<file path="config.mk">
export PLATFORM = sky130hd
export DESIGN_NAME = cube_calc
export DESIGN_NICKNAME = d
export VERILOG_FILES = /design/src/rtl/cube_calc.sv
export SDC_FILE = /design/constraint.sdc
export NUM_CORES = 1
export LEC_CHECK = 0
export ABC_AREA = 1
export CORE_MARGIN = 1
export CORE_UTILIZATION = 40
export DETAILED_ROUTE_END_ITERATION = 8
export HOLD_SLACK_MARGIN = 0.06
export PLACE_DENSITY_LB_ADDON = 0.12
export REMOVE_ABC_BUFFERS = 1
export SLEW_MARGIN = 20
export SYNTH_ARGS = -nofsm -noshare
export SYNTH_HDL_FRONTEND = slang
export SYNTH_SLANG_ARGS = --single-unit
</file>
<file path="constraint.sdc">
create_clock -name clk_i -period 2.9 [get_ports clk_i]
set_input_delay 0.58 -clock clk_i [delete_from_list [all_inputs] [get_ports clk_i]]
set_output_delay 0.58 -clock clk_i [all_outputs]
set_load 0.005 [all_outputs]
</file>
<file path="src/rtl/cube_calc.sv">
// cube_calc: sequential exact integer cube, y = a^3, built from a
// shift-add multiplier run twice (a*a, then (a*a)*a).
// Optional build macro: CUBE_CALC_EARLY_EXIT_EN -- when defined, each
// multiply phase stops as soon as the remaining multiplier bits are zero,
// so latency depends on the operand's bit length. Results are unchanged.
module cube_calc #(
  parameter int WIDTH = 8
) (
  input  logic                 clk_i,
  input  logic                 rst_i,
  input  logic                 start_i,
  input  logic [WIDTH-1:0]     a_bi,
  output logic                 busy_o,
  output logic                 valid_o,
  output logic [3*WIDTH-1:0]   y_bo
);

  localparam int AW    = 3 * WIDTH;
  localparam int CNT_W = $clog2(WIDTH + 1);

  typedef enum logic [1:0] {
    S_IDLE,
    S_SQ,
    S_CUBE,
    S_DONE
  } state_t;

  state_t             state_q, state_d;
  logic [WIDTH-1:0]   a_q, a_d;
  logic [WIDTH-1:0]   mplier_q, mplier_d;
  logic [AW-1:0]      acc_q, acc_d;
  logic [AW-1:0]      mcand_q, mcand_d;
  logic [AW-1:0]      y_q, y_d;
  logic [CNT_W-1:0]   cnt_q, cnt_d;
  logic               valid_q, valid_d;

  // One shift-add step, shared by both multiply phases.
  logic [AW-1:0]      acc_step;
  logic [AW-1:0]      mcand_step;
  logic [WIDTH-1:0]   mplier_step;
  logic               last_step;

  // Datapath for a single shift-add step and the end-of-phase decision.
  always_comb begin
    acc_step    = mplier_q[0] ? (acc_q + mcand_q) : acc_q;
    mcand_step  = mcand_q << 1;
    mplier_step = mplier_q >> 1;
`ifdef CUBE_CALC_EARLY_EXIT_EN
    // Remaining multiplier bits are all zero: further steps add nothing.
    // The counter bound still caps the phase at WIDTH steps.
    last_step   = (mplier_step == '0) || (cnt_q == CNT_W'(WIDTH - 1));
`else
    last_step   = (cnt_q == CNT_W'(WIDTH - 1));
`endif
  end

  // Next-state and register-update logic for the control FSM.
  always_comb begin
    state_d  = state_q;
    a_d      = a_q;
    mplier_d = mplier_q;
    acc_d    = acc_q;
    mcand_d  = mcand_q;
    y_d      = y_q;
    cnt_d    = cnt_q;
    valid_d  = 1'b0;

    case (state_q)
      S_IDLE: begin
        if (start_i) begin
          a_d      = a_bi;
          acc_d    = '0;
          mcand_d  = AW'(a_bi);
          mplier_d = a_bi;
          cnt_d    = '0;
          state_d  = S_SQ;
        end
      end

      S_SQ: begin
        acc_d    = acc_step;
        mcand_d  = mcand_step;
        mplier_d = mplier_step;
        cnt_d    = cnt_q + CNT_W'(1);
        if (last_step) begin
          // Square is complete; reuse the same engine for sq * a.
          acc_d    = '0;
          mcand_d  = AW'(acc_step[2*WIDTH-1:0]);
          mplier_d = a_q;
          cnt_d    = '0;
          state_d  = S_CUBE;
        end
      end

      S_CUBE: begin
        acc_d    = acc_step;
        mcand_d  = mcand_step;
        mplier_d = mplier_step;
        cnt_d    = cnt_q + CNT_W'(1);
        if (last_step) begin
          state_d = S_DONE;
        end
      end

      S_DONE: begin
        y_d     = acc_q;
        valid_d = 1'b1;
        state_d = S_IDLE;
      end

      default: begin
        state_d = S_IDLE;
      end
    endcase
  end

  // State and datapath registers; async reset aborts any computation.
  always_ff @(posedge clk_i or negedge rst_i) begin
    if (!rst_i) begin
      state_q  <= S_IDLE;
      a_q      <= '0;
      mplier_q <= '0;
      acc_q    <= '0;
      mcand_q  <= '0;
      y_q      <= '0;
      cnt_q    <= '0;
      valid_q  <= 1'b0;
    end else begin
      state_q  <= state_d;
      a_q      <= a_d;
      mplier_q <= mplier_d;
      acc_q    <= acc_d;
      mcand_q  <= mcand_d;
      y_q      <= y_d;
      cnt_q    <= cnt_d;
      valid_q  <= valid_d;
    end
  end

  assign busy_o  = (state_q != S_IDLE);
  assign valid_o = valid_q;
  assign y_bo    = y_q;

endmodule

</file>
## Word level (Yosys, flattened, before mapping)

Index checks and enable logic that the tools add are counted.

| word-level totals | value |
|---|---|
| register bits | 95 |
| input bits | 11 |
| output and inout port bits | 26 |
| logic and storage cells | 41 |

| operators by class | value |
|---|---|
| add/sub/neg operators | 2 |
| eq/ne operators | 7 |
| mux-type cells | 18 |
| reductions and logical operators | 6 |

Operators with widths:

| operator | number |
|---|---|
| $pmux 24 s3 | 2 |
| $mux 24 | 5 |
| $add 24x24->24 | 1 |
| $pmux 8 s3 | 1 |
| $mux 8 | 2 |
| $pmux 4 s3 | 1 |
| $mux 4 | 2 |
| $pmux 2 s4 | 1 |
| $mux 2 | 3 |
| $ne 2x2->1 const B | 3 |
| $add 4x1->4 const B | 1 |
| $eq 2x2->1 const B | 2 |
| $eq 4x3->1 const B | 1 |
| $reduce_and 2->1 | 2 |
| $reduce_and 3->1 | 1 |
| $reduce_bool 3->1 | 1 |
| $eq 2x1->1 const B | 1 |
| $logic_not 2->1 | 1 |
| $reduce_bool 2->1 | 1 |
| $mux 1 | 1 |

## Depth between registers and ports, before layout

| depth | value |
|---|---|
| depth after elaboration | 4 |
| mapped depth | 14 |
| gate-level depth less buffers | 14 |

## Least setup slack after synthesis

OpenSTA, ideal clock, no wires.

| path | value |
|---|---|
| path kind | reg2reg |
| from | register acc_q[0] |
| to | register acc_q[8] |
| library setup time | 0.117 ns |
| data arrival time | 1.705 ns |
| data required time | 2.783 ns |
| slack | 1.078 ns |
| stages on the path, launching flop included | 13 |
| path buffers | 0 |
| clock period less this slack | 1.822 ns |
| path through | dfrtp_1 -> ha_1 -> inv_1 -> fa_1 -> inv_1 -> nand3_1 -> nand3_1 -> nand3_1 -> nand2_1 -> xnor2_1 -> nand2_1 -> nand3_1 -> nand2_1 |

| between the ends | value |
|---|---|
| longest elaborated chain between the ends | 4 |

Ends and longest elaborated chain:

| element | line | RTL |
|---|---|---|
| start, declared | 31 | `logic [AW-1:0] acc_q, acc_d;` |
| start signal, assigned | 123 | `acc_q <= '0;` |
| start signal, assigned | 132 | `acc_q <= acc_d;` |
| $add 24x24->24 (*) | 45 | `acc_step = mplier_q[0] ? (acc_q + mcand_q) : acc_q;` |
| $mux 24 (*) | 45 |  |
| $mux 24 | 85 | `if (last_step) begin` |
| $pmux 24 s3 (*) | 68 | `case (state_q)` |

Mark *: on every way between the ends. The rest lies on a longest branch, timed or not.
A chain may end at the register's enable or synchronous reset.

## Worst setup path after layout

| path | value |
|---|---|
| from | register state_q[1] |
| to | output port busy_o |

| between the ends | value |
|---|---|
| longest elaborated chain between the ends | 1 |

Ends and longest elaborated chain:

| element | line | RTL |
|---|---|---|
| start, declared | 28 | `state_t state_q, state_d;` |
| start signal, assigned | 129 | `state_q <= state_d;` |
| $reduce_bool 2->1 | 140 | `assign busy_o = (state_q != S_IDLE);` |
| end, declared | 13 | `output logic busy_o,` |

Every way passes these cells.

==> reports/results.ini <==
[critical_path]
required_ns = 2.32
cpPeakStageDelay_ns = 0.50
r2r_cells = 13
endpoint_kind = output pin
crit_type = reg -> out
r2r_start = mcand_q[0]
arrival_ns = 1.71
worstPathCellList = inv_1 -> ha_1 -> inv_2 -> clkdlybuf4s50_1
cp-start-kind = flop
crit_fanout = 5
r2r_setup_slack_ns = 0.73
r2r-end = acc_q[16]
cp_slowest_cell = clkdlybuf4s50_1

[finish]
fin_util = 0.471
layout-drive-gt1-share = 0.0622
n_antenna_cell = 0
area_growth_pct = 14.5
final_common_cell = nand2_1
fin_nets = 905
final_cell_mix = nand2_1, inv_1, dfrtp_1, nand3_1, nor2_1

[route]
first_pass_iters = 4
drt-wirelength-per-cell_um = 13.7
drt_wl_total_um = 14400
drt_iter0_drc = 266
drtAntennaViolNets = 0
drc = 0
via_per_inst = 4.90
vias = 5157

[sta]
worst_slack_ns = 0.611
tns_ns = 0
clock.fmax_mhz = 437
tightest_slew_ns = 0.607
maxSlewViolCount = 0
hold_viol = 0
fin_crit_ns = 2.29
rsz0062_at_grt = false
finalClockSkew_ns = 0.00835
fin_crit_sh = 0.789
setup_viol_count_final = 0
slew-limit-headroom = 0.595

[worst_hold_path]
min_path_type = in -> async

[floorplanning]
core_sq_um = 14600
rows = 44
start_util = 0.412
dieArea_sq_um = 15500
fp.dieW_um = 125
die_h_um = 125
ios = 37

[pwr]
power_w = 0.00654
peakVddDrop_mv = 0.728
power_switching_share = 0.413
p_seq_frac = 0.321
p_comb_frac = 0.472
p_sw_w = 0.00270
p_clk_frac = 0.207
power_density_nw_per_um2 = 951
power.leakage_nw = 3.55
p_int_w = 0.00384

[grt]
antenna_found_initial = 0
grt_pass1_vias = 5238
overflow = 0
track_usage = 0.201
grt_pass1_wl_um = 25000
grt_max_degree = 59

[clocking]
hold_buffers = 0
postCtsSetupRepairBufs = 0
cts_tree = done
root_buffer = clkbuf_16
htree_levels = 3
insertion_delay_ns = 0.36
cts_buffers = 9
ctsResizeCount = 0
clk_pin_slew_worst_paths_ns = 0.07
cts_buffer_depth = 2
cts.sinks = 95

[placement]
dp_hpwl_um = 10700
portBuffers = 36
gp_congestion = 0.925
pre_cts_slack_ns = 0.564

[job]
drv_cap = 0

[logic_synthesis]
synth_cells = 831
seq_area_frac_synth = 0.396
yosysUniqueCellTypes = 40
avgSynthCellArea_sq_um = 7.23
synth_ff_type = dfrtp_1
async_flop_share = 1.00
syn-cell-area_sq_um = 6010
synth_edf_count = 0
synth_seq_cells = 95
synth_warnings = 0

[run_status]
status = finished clean

## cell families after synthesis
family / Yosys count / share of synthesized area
adders and majority gates: 31 / 0.0658
and+or+nand+nor: 411 / 0.283
muxes: 10 / 0.0187
buffers and inverters: 168 / 0.117
AOI/OAI and AO/OA: 107 / 0.107
xor gates and xnor gates: 9 / 0.0131
DFF: 95 / 0.396
## through the flow
stage	hold slack, ns	std cells	instance area (sq um)
floorplan	0.284	808	5860
global placement	0.468	1036	6540
CTS	0.202	1052	6880
detailed placement	0.478	1036	6540
finish	0.184	1052	6880
global route	0.230	1052	6880
## Yosys cell counts, drive strengths merged (3+ instances only)
cell | number | area (sq um)
nand2 | 278 | 1050
buf | 15 | 116
o21ai | 28 | 151
xor2 | 4 | 35.0
a21oi | 37 | 185
dfrtp | 95 | 2380
o211ai | 7 | 52.6
mux2 | 10 | 113
xnor2 | 5 | 43.8
nor2 | 57 | 234
clkbuf | 8 | 30.0
o22ai | 19 | 119
nand3 | 58 | 300
ha | 30 | 375
o221ai | 3 | 26.3
o2111ai | 6 | 52.6
nand4 | 7 | 43.8
or2 | 5 | 31.3
o21bai | 4 | 30.0
inv | 144 | 546
nand3b | 4 | 30.0
## worst max-delay path by stage
stage | endpoint | startpoint | cells after the start
finish | busy_o | state_q[1] | 4
global route | busy_o | state_q[0] | 4
CTS | busy_o | state_q[0] | 4
detailed placement | mcand_q[6] | start_i | 8
global placement | mcand_q[6] | start_i | 8
floorplan | mcand_q[3] | state_q[0] | 12
## sequential cells by signal (all words and copies together) (netlist names)
signal    count
mplier_q      8
cnt_q         4
acc_q        24
y_bo         24
valid_o       1
a_q           8
state_q       2
mcand_q      24
## power groups by stage
stage	sequential [W]	clock, W	combinational, W
global route	0.00217	0.00145	0.00351
detailed placement	0.00212	0	0.00312
floorplan	0.00211	0	0.00200
finish	0.00210	0.00136	0.00309
global placement	0.00210	0	0.00308
CTS	0.00210	0.00139	0.00314
## worst max-delay path, delay by kind of cell (launching register included)
kind | cells | cell delay (ns)
adder cells (fa/ha/maj) | 1 | 0.23
buffers and inverters | 3 | 0.69
flip-flops | 1 | 0.43
## area by class of cell
cell class              instances  area (sq um)
fillers                      1501          7710
multi-input cells             568          2930
flip-flops and latches         95          2380
inverters                     145           554
repair buffers                 44           443
clock buffers                  11           253
well taps                     184           230
clock inverters                 5          88.8
## per-layer routing
metal  global-route usage  share of wire  vias up
li1                     -              -     2692
met1                0.263           0.49     2373
met2                0.331           0.46       71
met3               0.0245          0.028       21
met4               0.0907          0.024        0
met5                    0              0        -
Note: power is estimated with default switching activity, not from simulation.
